--- src/rtl/uop_fetch_decode.sv ---
// Two-stage micro-op front end: fetch walks the micro-op buffer and tags branches,
// decode registers the bundle and splits each slot into its instruction fields.
module uop_fetch_decode #(
    parameter int UOP_BUF_SIZE = 16,
    parameter int INSTR_W      = 32,
    parameter int TAG_W        = 4,
    localparam int AW          = $clog2(UOP_BUF_SIZE)
) (
    input  logic                     clk,
    input  logic                     reset,
    input  logic                     clear,
    input  logic                     prev_valid,
    input  logic                     next_stalled,
    output logic [AW-1:0]            uop_addr,
    input  logic [2*INSTR_W-1:0]     uop,
    output logic                     fetch_valid,
    output logic                     fetch_stalled,
    output logic [INSTR_W+TAG_W-1:0] instruction_1,
    output logic [INSTR_W+TAG_W-1:0] instruction_2,
    output logic                     decode_valid,
    output logic                     decode_stalled,
    output logic [3:0]               d1_opcode,
    output logic [3:0]               d1_rd,
    output logic [3:0]               d1_rs1,
    output logic [3:0]               d1_rs2,
    output logic [15:0]              d1_imm,
    output logic [TAG_W-1:0]         d1_tag,
    output logic                     d1_is_branch,
    output logic [3:0]               d2_opcode,
    output logic [3:0]               d2_rd,
    output logic [3:0]               d2_rs1,
    output logic [3:0]               d2_rs2,
    output logic [15:0]              d2_imm,
    output logic [TAG_W-1:0]         d2_tag,
    output logic                     d2_is_branch
);

    localparam int FW = INSTR_W + TAG_W;

    // ------------------------------------------------------------------
    // Fetch stage state
    // ------------------------------------------------------------------
    logic [AW-1:0]    pc_reg;
    logic [AW-1:0]    pc_next;
    logic [TAG_W-1:0] tag_reg;
    logic [TAG_W-1:0] tag_next;
    logic             fetch_valid_reg;
    logic             fetch_load;

    logic [INSTR_W-1:0] slot_instr [2];
    logic               slot_branch [2];
    logic [TAG_W-1:0]   slot_tag [2];
    logic [FW-1:0]      instr_reg [2];

    // ------------------------------------------------------------------
    // Decode stage state
    // ------------------------------------------------------------------
    logic             decode_valid_reg;
    logic             decode_load;
    logic [3:0]       opcode_reg [2];
    logic [3:0]       rd_reg [2];
    logic [3:0]       rs1_reg [2];
    logic [3:0]       rs2_reg [2];
    logic [15:0]      imm_reg [2];
    logic [TAG_W-1:0] dtag_reg [2];
    logic             is_branch_reg [2];

    // Stall chain runs backwards combinationally; an invalid stage never stalls.
    assign decode_stalled = decode_valid_reg & next_stalled;
    assign fetch_stalled  = fetch_valid_reg & decode_stalled;

    assign fetch_load  = ~clear & ~fetch_stalled & prev_valid;
    assign decode_load = ~clear & ~decode_stalled;

    generate
        for (genvar gi = 0; gi < 2; gi++) begin : g_slot_split
            assign slot_instr[gi]  = uop[gi*INSTR_W +: INSTR_W];
            assign slot_branch[gi] = (slot_instr[gi][INSTR_W-1 -: 4] == 4'hF);
        end
    endgenerate

    // Slot 1 sees the tag already bumped by a branch in slot 0.
    assign slot_tag[0] = tag_reg;
    assign slot_tag[1] = tag_reg + TAG_W'(slot_branch[0]);
    assign tag_next    = slot_tag[1] + TAG_W'(slot_branch[1]);

    assign pc_next = (pc_reg == AW'(UOP_BUF_SIZE - 1)) ? '0 : pc_reg + AW'(1);

    always_ff @(posedge clk) begin
        if (reset) begin
            pc_reg          <= '0;
            tag_reg         <= '0;
            fetch_valid_reg <= 1'b0;
        end else if (clear) begin
            fetch_valid_reg <= 1'b0;
        end else if (!fetch_stalled) begin
            fetch_valid_reg <= prev_valid;
            if (prev_valid) begin
                pc_reg  <= pc_next;
                tag_reg <= tag_next;
            end
        end
    end

    generate
        for (genvar gi = 0; gi < 2; gi++) begin : g_fetch_slot
            always_ff @(posedge clk) begin
                if (reset) begin
                    instr_reg[gi] <= '0;
                end else if (fetch_load) begin
                    instr_reg[gi] <= {slot_tag[gi], slot_instr[gi]};
                end
            end
        end
    endgenerate

    always_ff @(posedge clk) begin
        if (reset) begin
            decode_valid_reg <= 1'b0;
        end else if (clear) begin
            decode_valid_reg <= 1'b0;
        end else if (!decode_stalled) begin
            decode_valid_reg <= fetch_valid_reg;
        end
    end

    // Field layout is fixed for 32-bit instructions; the tag rides above it.
    generate
        for (genvar gi = 0; gi < 2; gi++) begin : g_decode_slot
            logic [INSTR_W-1:0] ins;
            assign ins = instr_reg[gi][INSTR_W-1:0];

            always_ff @(posedge clk) begin
                if (reset) begin
                    opcode_reg[gi]    <= '0;
                    rd_reg[gi]        <= '0;
                    rs1_reg[gi]       <= '0;
                    rs2_reg[gi]       <= '0;
                    imm_reg[gi]       <= '0;
                    dtag_reg[gi]      <= '0;
                    is_branch_reg[gi] <= 1'b0;
                end else if (decode_load) begin
                    opcode_reg[gi]    <= ins[31:28];
                    rd_reg[gi]        <= ins[27:24];
                    rs1_reg[gi]       <= ins[23:20];
                    rs2_reg[gi]       <= ins[19:16];
                    imm_reg[gi]       <= ins[15:0];
                    dtag_reg[gi]      <= instr_reg[gi][FW-1 -: TAG_W];
                    is_branch_reg[gi] <= (ins[31:28] == 4'hF);
                end
            end
        end
    endgenerate

    // ------------------------------------------------------------------
    // Outputs
    // ------------------------------------------------------------------
    assign uop_addr      = pc_reg;
    assign fetch_valid   = fetch_valid_reg;
    assign instruction_1 = instr_reg[0];
    assign instruction_2 = instr_reg[1];
    assign decode_valid  = decode_valid_reg;

    assign d1_opcode    = opcode_reg[0];
    assign d1_rd        = rd_reg[0];
    assign d1_rs1       = rs1_reg[0];
    assign d1_rs2       = rs2_reg[0];
    assign d1_imm       = imm_reg[0];
    assign d1_tag       = dtag_reg[0];
    assign d1_is_branch = is_branch_reg[0];

    assign d2_opcode    = opcode_reg[1];
    assign d2_rd        = rd_reg[1];
    assign d2_rs1       = rs1_reg[1];
    assign d2_rs2       = rs2_reg[1];
    assign d2_imm       = imm_reg[1];
    assign d2_tag       = dtag_reg[1];
    assign d2_is_branch = is_branch_reg[1];

endmodule

--- config.mk ---
export PLATFORM = sky130hd
export DESIGN_NAME = uop_fetch_decode
export DESIGN_NICKNAME = d
export VERILOG_FILES = /design/src/rtl/uop_fetch_decode.sv
export SDC_FILE = /design/constraint.sdc
export NUM_CORES = 1
export LEC_CHECK = 0
export BUFFER_PORTS_ARGS = -buffer_cell sky130_fd_sc_hd__buf_2
export CORE_UTILIZATION = 49
export CTS_CLUSTER_SIZE = 25
export DETAILED_ROUTE_END_ITERATION = 16
export PLACE_DENSITY_LB_ADDON = 0.05
export SETUP_SLACK_MARGIN = 0.1
export SLEW_MARGIN = 15
export SYNTH_ARGS = -nofsm -noshare
export SYNTH_HDL_FRONTEND = slang
export SYNTH_SLANG_ARGS = --single-unit
--- constraint.sdc ---
create_clock -name clk -period 5.24 [get_ports clk]
set_clock_uncertainty 0.15 [all_clocks]
set_input_delay 0.262 -clock clk [delete_from_list [all_inputs] [get_ports clk]]
set_output_delay 0.262 -clock clk [all_outputs]
set_load 0.02 [all_outputs]
==> metrics.txt, run 1 <==
FFs w/ async S/R, synth=0%; clk root buf=clkbuf_16; achievable frequency=0.405 GHz; # Max-Cap Violations=0; vias=3,947; Hold WS=35.1 ps; min-delay src=reset; n_diodes=0; Cell Chain, Critical Path=and2_4 -> o21bai_4 -> buf_4; Syn Inst Count=380; num ports=223; die span in x=113 um; post-layout min period=2470 ps; PD cells=360 nW/um2; top cells by count, synth=146 x edfxtp_1, 142 x and2_1, 10 x clkbuf_2, 10 x dfxtp_1, 8 x nand2_1; Initial Utilization=50.3%; post-route ant nets=0; crit path from=decode_valid; #FFs+latches synth=156; clk_lat worst skew=410 ps; Setup CP Type=reg2reg; Cell variety after synth=36; CP startpoint kind=flop; layout cells sized above 1=38.7%; final layout net count=744; initial antenna violation count=0; I/O Buffers=222; R2R Path Start=decode_valid; Reg clk slew, reported paths=60 ps; Slew HR=26.4%; CTS Buf Count=17; largest cells by area after synthesis=edfxtp_1 72%, and2_1 15%, dfxtp_1 3.3%; endpoints failing hold=0; unrepaired setup endpoints after global routing=no; pin slew with the least headroom to its limit=1100 ps; HP Class=in2reg; CTS Hold Bufs=64; vias in the first global route=3,813; Data arrival, critical path=2380 ps; required time worst endpoint=5150 ps; count leader, synth=edfxtp_1; GRT Total Usage=20.1%; EDFF count, synth=146; r2r worst-path depth=3; final worst-path cycle share=47.1%; status=finished clean; Setup TNS Final=0 ps; Total Die Area=12,800 um2; post-CTS setup buffers=0; Die H=113 um; area grow syn2layout=40.9%; DR DRC count=0; first-pass GRT wire length=18,900 um; fin. max-slew vios=0; TritonRoute pass-1 iters=4; largest net degree at the start of global routing=73; nature of the critical path endpoint=flop; WL per Instance=14.5 um; TritonCTS clock tree=done; Crit Path Max Fanout=38; Peak VDD IR=0.209 mV; Post-Syn Area per Cell=16.0 um2; GRT Residual Overflow=0; core area=12,100 um2; Synth area leader=edfxtp_1; WHS Path Cells=2; post-cts resize count=0; Clock Sinks=156; drt via density=4.64; Iter 0 DRT Violations=308; final setup fails=0; max reg flops=72; Post-DP HPWL=7790 um; syn nets=454; CP max-delay cell=o21bai_4; H-tree depth=4; CTS max path bufs=2; Seq/Total Area, Yosys=75.6%; total wire length=12,300 um; crit-path max cell delay=840 ps; # fillers=843; Core Rows=40; post-synthesis cell area=6070 um2; Leak=3.78 nW; Synth top area share=72.3%; commonest register cell after synthesis=edfxtp_1; RePlAce Congestion=0.810; YS warnings=0
-- worst paths after layout --
kind | to | slack, ps
setup / recovery | imm_reg[0][2] | 2770
hold / removal | uop_addr[2] | 40
setup reg to reg | imm_reg[0][2] | 2770
hold reg to reg | tag_reg[0] | 340
-- critical path, delay by kind of cell, from the launching register on --
family | cells | cell delay, ps
and+or+nand+nor | 1 | 180
DFF | 1 | 340
AOI/OAI and AO/OA | 1 | 840
buffers and inverters | 1 | 570
-- layout make-up --
cell class              instances  area, um2  area share [%]
well taps                     168        210            2.46
clock inverters                14        176            2.06
clock buffers                  18        429            5.02
flip-flops and latches        156       4580            53.7
repair buffers                289       1780            20.8
inverters                       1       3.75          0.0439
multi-input cells             205       1360            16.0
-- report_power, final --
group          switching (W)  total [W]  internal (W)
logic               0.000210   0.000339      0.000129
clock network       0.000460    0.00125      0.000789
registers          0.0000290    0.00149       0.00146
-- per-layer routing --
layer	vias to the layer above	GRT usage, %	routed length (um)
li1	1919	-	-
met5	-	0	0
met3	27	6.75	809
met1	1850	21.9	4690
met4	0	10.6	374
met2	151	34.7	6470
-- cells in the final DEF, fill, tap and decap left out, drive strengths merged, types with 4 or more instances in the layout --
| master | instances |
|---|---|
| a21oi | 6 |
| and2 | 143 |
| and4 | 4 |
| buf | 224 |
| bufinv | 4 |
| clkbuf | 18 |
| clkinv | 8 |
| dfxtp | 10 |
| dlygate4sd3 | 65 |
| edfxtp | 146 |
| ha | 5 |
| nand2 | 9 |
| nand3 | 8 |
| nor2 | 6 |
| xor2 | 4 |
-- metrics by stage --
stage	utilization [%]	area, um2	power (W)	instances	worst slack [ps]
after floorplan	-	6070	0.00170	380	517
after global placement	60.4	7290	0.00181	754	2720
after detailed placement	60.4	7290	0.00182	754	2670
after CTS	70.8	8530	0.00309	850	2700
after global routing	70.8	8540	0.00318	851	2610
final	70.8	8540	0.00307	851	2770
-- logic make-up after synthesis --
family                   synth area share (%)
AND/OR/NAND/NOR                          18.7
flip-flops                               75.6
buffers and inverters                    2.27
AO/OA/AOI/OAI                            1.38
XOR/XNOR                                0.866
adder cells (fa/ha/maj)                  1.03
multiplexers                            0.165
Power figures use the tool's default switching activity.
==> run 2, diff against run 1 <==
--- a/config.mk
+++ b/config.mk
@@ -5,8 +5,9 @@
 export SDC_FILE = /design/constraint.sdc
 export NUM_CORES = 1
 export LEC_CHECK = 0
+export ABC_AREA = 1
 export BUFFER_PORTS_ARGS = -buffer_cell sky130_fd_sc_hd__buf_2
-export CORE_UTILIZATION = 49
+export CORE_UTILIZATION = 45
 export CTS_CLUSTER_SIZE = 25
 export DETAILED_ROUTE_END_ITERATION = 16
 export PLACE_DENSITY_LB_ADDON = 0.05
==> constraint.sdc (replaced) <==
create_clock -name clk -period 2.1 [get_ports clk]
set_clock_uncertainty 0.15 [all_clocks]
set_input_delay 0.105 -clock clk [delete_from_list [all_inputs] [get_ports clk]]
set_output_delay 0.105 -clock clk [all_outputs]
set_load 0.02 [all_outputs]
==> run 2 against run 1 <==
Against the previous run: critical path depth increased by 6; critical path type is now in2reg; design area rose by 2.7%; global-route usage fell by 0.33 points; first-iteration DRC count decreased by 5.5%; synthesized cell count rose by 40%; via count rose by 13%; total power is 140% higher.
==> metrics.txt, run 2 <==
status=finished clean; WHS Path Cells=5; top cells by count, synth=152 x inv_1, 146 x edfxtp_1, 142 x nor2_1; WL per Instance=13.2 um; CTS max path bufs=2; TritonCTS clock tree=done; num ports=223; commonest register cell after synthesis=edfxtp_1; endpoints failing hold=0; post-synthesis cell area=6230 um2; Reg clk slew, reported paths=60 ps; switching power=0.00179 W; H-tree depth=4; CP startpoint kind=primary input; Peak VDD IR=0.459 mV; Setup CP Type=in2reg; area of the multi-input gates=941 um2; area grow syn2layout=41.0%; Synth area leader=edfxtp_1; HP Class=in2reg; layout cells sized above 1=32.0%; fin. max-slew vios=0; Clock Sinks=156; part of the power in the clock network=37.7%; EDFF count, synth=146; most common cell after layout, fill and taps aside=buf_2; Post-DP HPWL=8490 um; R2R Path End=instr_reg[0][5]; first-pass GRT wire length=21,300 um; nature of the critical path endpoint=flop; Post-Syn Area per Cell=11.7 um2; #FFs+latches synth=156; post-layout min period=1800 ps; Switching Share=24.0%; Die H=120 um; Hold EP=uop_addr[2]; number of cells after detailed placement=924; Post-Layout Cell Count=1,023; post-CTS setup buffers=0; clk_lat worst skew=410 ps; Cell variety after synth=23; required time worst endpoint=2240 ps; largest cells by area after synthesis=edfxtp_1 70%, inv_1 9.2%, nor2_1 8.6%; Syn Inst Count=533; Initial Utilization=46.6%; Leak=4.36 nW; total wire length=13,500 um; final layout net count=910; Power Internal=0.00568 W; unrepaired setup endpoints after global routing=no; crit path from=uop[30]; Seq/Total Area, Yosys=73.6%; core area=13,300 um2; # fillers=1,072; final setup fails=0; Setup WS post-layout=296 ps; syn nets=607; clk root buf=clkbuf_16; pre-CTS setup slack=169 ps; GRT Total Usage=19.7%; drt via density=4.35; YS warnings=0; Total Die Area=14,300 um2; RePlAce Congestion=0.741; r2r worst-path depth=6; largest net degree at the start of global routing=75; combinational share of power=12.5%; Reg2Reg Setup Slack=360 ps; DR DRC count=0; vias in the first global route=4,406; Core Rows=42; PD cells=851 nW/um2; # Max-Cap Violations=0; achievable frequency=0.554 GHz; count leader, synth=inv_1; initial antenna violation count=0; Sequential Power Share=49.8%; pin slew with the least headroom to its limit=423 ps; Data arrival, critical path=1950 ps; max reg flops=72; most frequent cells in the layout=222 x buf_2, 151 x inv_1, 146 x edfxtp_1, 142 x nor2_1, 69 x dlygate4sd3_1; CTS Buf Count=17; die span in x=120 um; TritonRoute pass-1 iters=4; Final Power=0.00747 W; Crit Path Max Fanout=4; n_diodes=0; FFs w/ async S/R, synth=0%; R2R Path Start=decode_valid; GRT Residual Overflow=0; Slew HR=71.6%; vias=4,448; final worst-path cycle share=85.9%; Synth top area share=70.4%; Iter 0 DRT Violations=291; Register Area=4590 um2; post-route ant nets=0; min-delay src=next_stalled; I/O Buffers=222
run 2: worst max path at each step:
stage                endpoint  cells past startpoint  slack, ps
6_report           tag_reg[1]                      9        300
5_1_grt            tag_reg[1]                      9        150
4_1_cts            tag_reg[1]                      9        150
3_5_place_dp       tag_reg[1]                      8        170
3_3_place_gp       tag_reg[2]                      9        190
2_1_floorplan  dtag_reg[0][0]                      3       -210
run 2: cell type report:
cell class | count | area share, %
clock buffer | 18 | 4.89
clock inverter | 12 | 1.21
inverter | 153 | 6.63
multi-input combinational | 209 | 10.7
sequential | 156 | 52.3
tap | 176 | 2.51
timing repair buffer | 299 | 21.8
run 2: power by group through the flow:
| stage | clock network [W] | registers [W] | logic, W |
|---|---|---|---|
| 6_report | 0.00282 | 0.00372 | 0.000938 |
| 5_1_grt | 0.00300 | 0.00375 | 0.00101 |
| 4_1_cts | 0.00287 | 0.00372 | 0.000943 |
| 3_5_place_dp | 0 | 0.00378 | 0.000842 |
| 3_3_place_gp | 0 | 0.00378 | 0.000837 |
| 2_1_floorplan | 0 | 0.00407 | 0.000213 |
run 2: kinds of logic (layout without fill, tap and decap cells):
logic type / after synthesis / count (layout) / synth area share (%)
and+or+nand+nor: 193 / 193 / 12.5
buffers and inverters: 168 / 482 / 11.8
DFF: 156 / 156 / 73.6
AOI/OAI and AO/OA: 9 / 9 / 0.764
adders and majority gates: 5 / 5 / 1.00
xor gates and xnor gates: 2 / 2 / 0.281
run 2: through the flow:
step           hold slack (ps)  TNS, ps  instance area, um2  util (%)
6_report                   136        0                8780      65.8
3_5_place_dp               218        0                7550      56.5
4_1_cts                    112        0                8770      65.7
2_1_floorplan             24.1   -15240                6260         -
5_1_grt                    144        0                8780      65.8
3_3_place_gp               192        0                7550      56.5
run 2: critical path: stages:
cell and delay, ps:
dlygate4sd3_1 520, buf_2 100, inv_1 50, nor4_2 190, ha_1 270, ha_1 280, ha_1 310, nand2_1 60
o21ai_0 70
run 2: repair_timing:
item | 4_1_cts | 5_1_grt
resized for setup | 0 | 1
hold buffers | 69 | 0
endpoints found under the setup margin | 0 | 3
hold endpoints to repair | 73 | 0
run 2: routing by layer:
metal	vias up	global-route usage [%]	routed length (um)	part of all wire, %
met5	-	0	0	0
met4	0	8.52	223	1.6
met3	15	5.89	913	6.7
met2	150	34.4	6970	52
met1	2044	22.4	5430	40
li1	2239	-	-	-
==> run 3, diff against run 2 <==
--- a/config.mk
+++ b/config.mk
@@ -5,9 +5,8 @@
 export SDC_FILE = /design/constraint.sdc
 export NUM_CORES = 1
 export LEC_CHECK = 0
-export ABC_AREA = 1
 export BUFFER_PORTS_ARGS = -buffer_cell sky130_fd_sc_hd__buf_2
-export CORE_UTILIZATION = 45
+export CORE_UTILIZATION = 44
 export CTS_CLUSTER_SIZE = 25
 export DETAILED_ROUTE_END_ITERATION = 16
 export PLACE_DENSITY_LB_ADDON = 0.05
==> run 3 against run 2 <==
Against the previous run: sequential power about the same; critical path type is now reg2reg; register-to-register slack got worse by 80 ps; sequential share of layout area grew 0.53 points; global-route usage decreased by 0.13 points; clock-buffer cell count up 6; non-clock buffer count unchanged.
==> metrics.txt, run 3 (synthesized netlist as in run 1, its figures left out) <==
GRT Total Usage=19.6%; TritonCTS clock tree=done; DR DRC count=0; first-pass GRT wire length=20,600 um; Hold WS=222 ps; Crit Path Max Fanout=4; CTS max path bufs=2; Post-DP HPWL=8780 um; post-layout min period=1820 ps; required time worst endpoint=2250 ps; Total Die Area=14,300 um2; Initial Utilization=45.4%; vias in the first global route=4,018; largest net degree at the start of global routing=75; endpoints failing hold=0; num ports=223; Slew HR=72.2%; placed cell area=7410 um2; fin. max-slew vios=0; Iter 0 DRT Violations=198; Clock Sinks=156; HP Class=in2reg; WL per Instance=15.3 um; CP endpoint=tag_reg[2]; post-route ant nets=0; CP max-delay cell=ha_1; Cell Chain, Critical Path=ha_1 -> ha_1 -> ha_1 -> xor2_1 -> nand3_1 -> xor2_1 -> nor2_1; H-tree depth=4; clk root buf=clkbuf_16; CTS Buf Count=17; pin slew with the least headroom to its limit=417 ps; final setup fails=0; unrepaired setup endpoints after global routing=no; Setup WS post-layout=275 ps; post-route cell area=8690 um2; Peak VDD IR=0.425 mV; nature of the critical path endpoint=flop; crit path from=tag_reg[0]; I/O Buffers=222; R2R Path End=tag_reg[2]; post-CTS setup buffers=0; Die H=119 um; PD cells=880 nW/um2; crit-path max cell delay=330 ps; CP startpoint kind=flop; r2r worst-path depth=7; drt via density=4.61; final layout net count=754; most frequent cells in the layout=222 x buf_2, 146 x edfxtp_1, 142 x and2_1, 69 x dlygate4sd3_1, 17 x clkbuf_16; achievable frequency=0.548 GHz; R2R Path Start=tag_reg[0]; area grow syn2layout=43.3%; Core Rows=42; status=finished clean; # Max-Cap Violations=0; Setup TNS Final=0 ps; clk_lat worst skew=420 ps; vias=4,010; GRT Residual Overflow=0; Leak=3.85 nW; Reg2Reg Setup Slack=280 ps; max reg flops=72; Reg clk slew, reported paths=60 ps; Setup CP Type=reg2reg; die span in x=119 um; RePlAce Congestion=0.809; initial antenna violation count=0; TritonRoute pass-1 iters=4; layout cells sized above 1=38.8%; Top cell by count, worst path=ha_1; post-layout util=65.1%; n_diodes=0; Data arrival, critical path=1970 ps; core area=13,300 um2; final worst-path cycle share=86.9%; total wire length=13,300 um; most common cell after layout, fill and taps aside=buf_2; pre-CTS setup slack=145 ps
==> run 3: report_power, final <==
group	switching, W	total [W]	internal [W]
logic	0.000536	0.000883	0.000347
registers	0.0000748	0.00371	0.00363
clock network	0.00113	0.00305	0.00192
==> run 3: worst min-delay path by stage <==
stage / end / from / cells past startpoint
after floorplan: fetch_valid / prev_valid / 1
after global placement: fetch_valid / prev_valid / 2
after detailed placement: fetch_valid / prev_valid / 2
after CTS: instr_reg[1][32] / uop[28] / 4
after global routing: instr_reg[1][32] / uop[28] / 4
final: instr_reg[1][32] / uop[28] / 4
==> run 3: area by class of cell <==
cell class | instances | area, um2
fill | 988 | 4660
sequential | 156 | 4590
timing repair buffer | 299 | 1920
multi-input combinational | 205 | 1360
clock buffer | 24 | 472
tap | 176 | 220
clock inverter | 8 | 118
inverter | 1 | 3.75
==> run 3: stage by stage <==
stage	total power (W)	cells
2_1_floorplan	0.00422	380
3_3_place_gp	0.00455	768
3_5_place_dp	0.00456	768
4_1_cts	0.00771	869
5_1_grt	0.00789	869
6_report	0.00764	869
==> run 3: layer usage <==
layer | wire length (um) | GRT usage, % | share of wire [%]
met1 | 5290 | 22.4 | 40
met2 | 6760 | 32.8 | 51
met3 | 886 | 6.51 | 6.7
met4 | 365 | 10.2 | 2.7
met5 | 0 | 0 | 0
==> run 3: critical path: cells and delay by family, from the launching register on <==
kind,cells,cell delay [ps]
xor gates and xnor gates,2,300
adders and majority gates,3,790
DFF,1,320
and+or+nand+nor,2,160
==> run 3: repair_timing <==
item                                    4_1_cts  5_1_grt
gates resized for setup                       0        1
endpoints found under the setup margin        0        1
hold buffers                                 69        0
hold endpoints to repair                     75        0
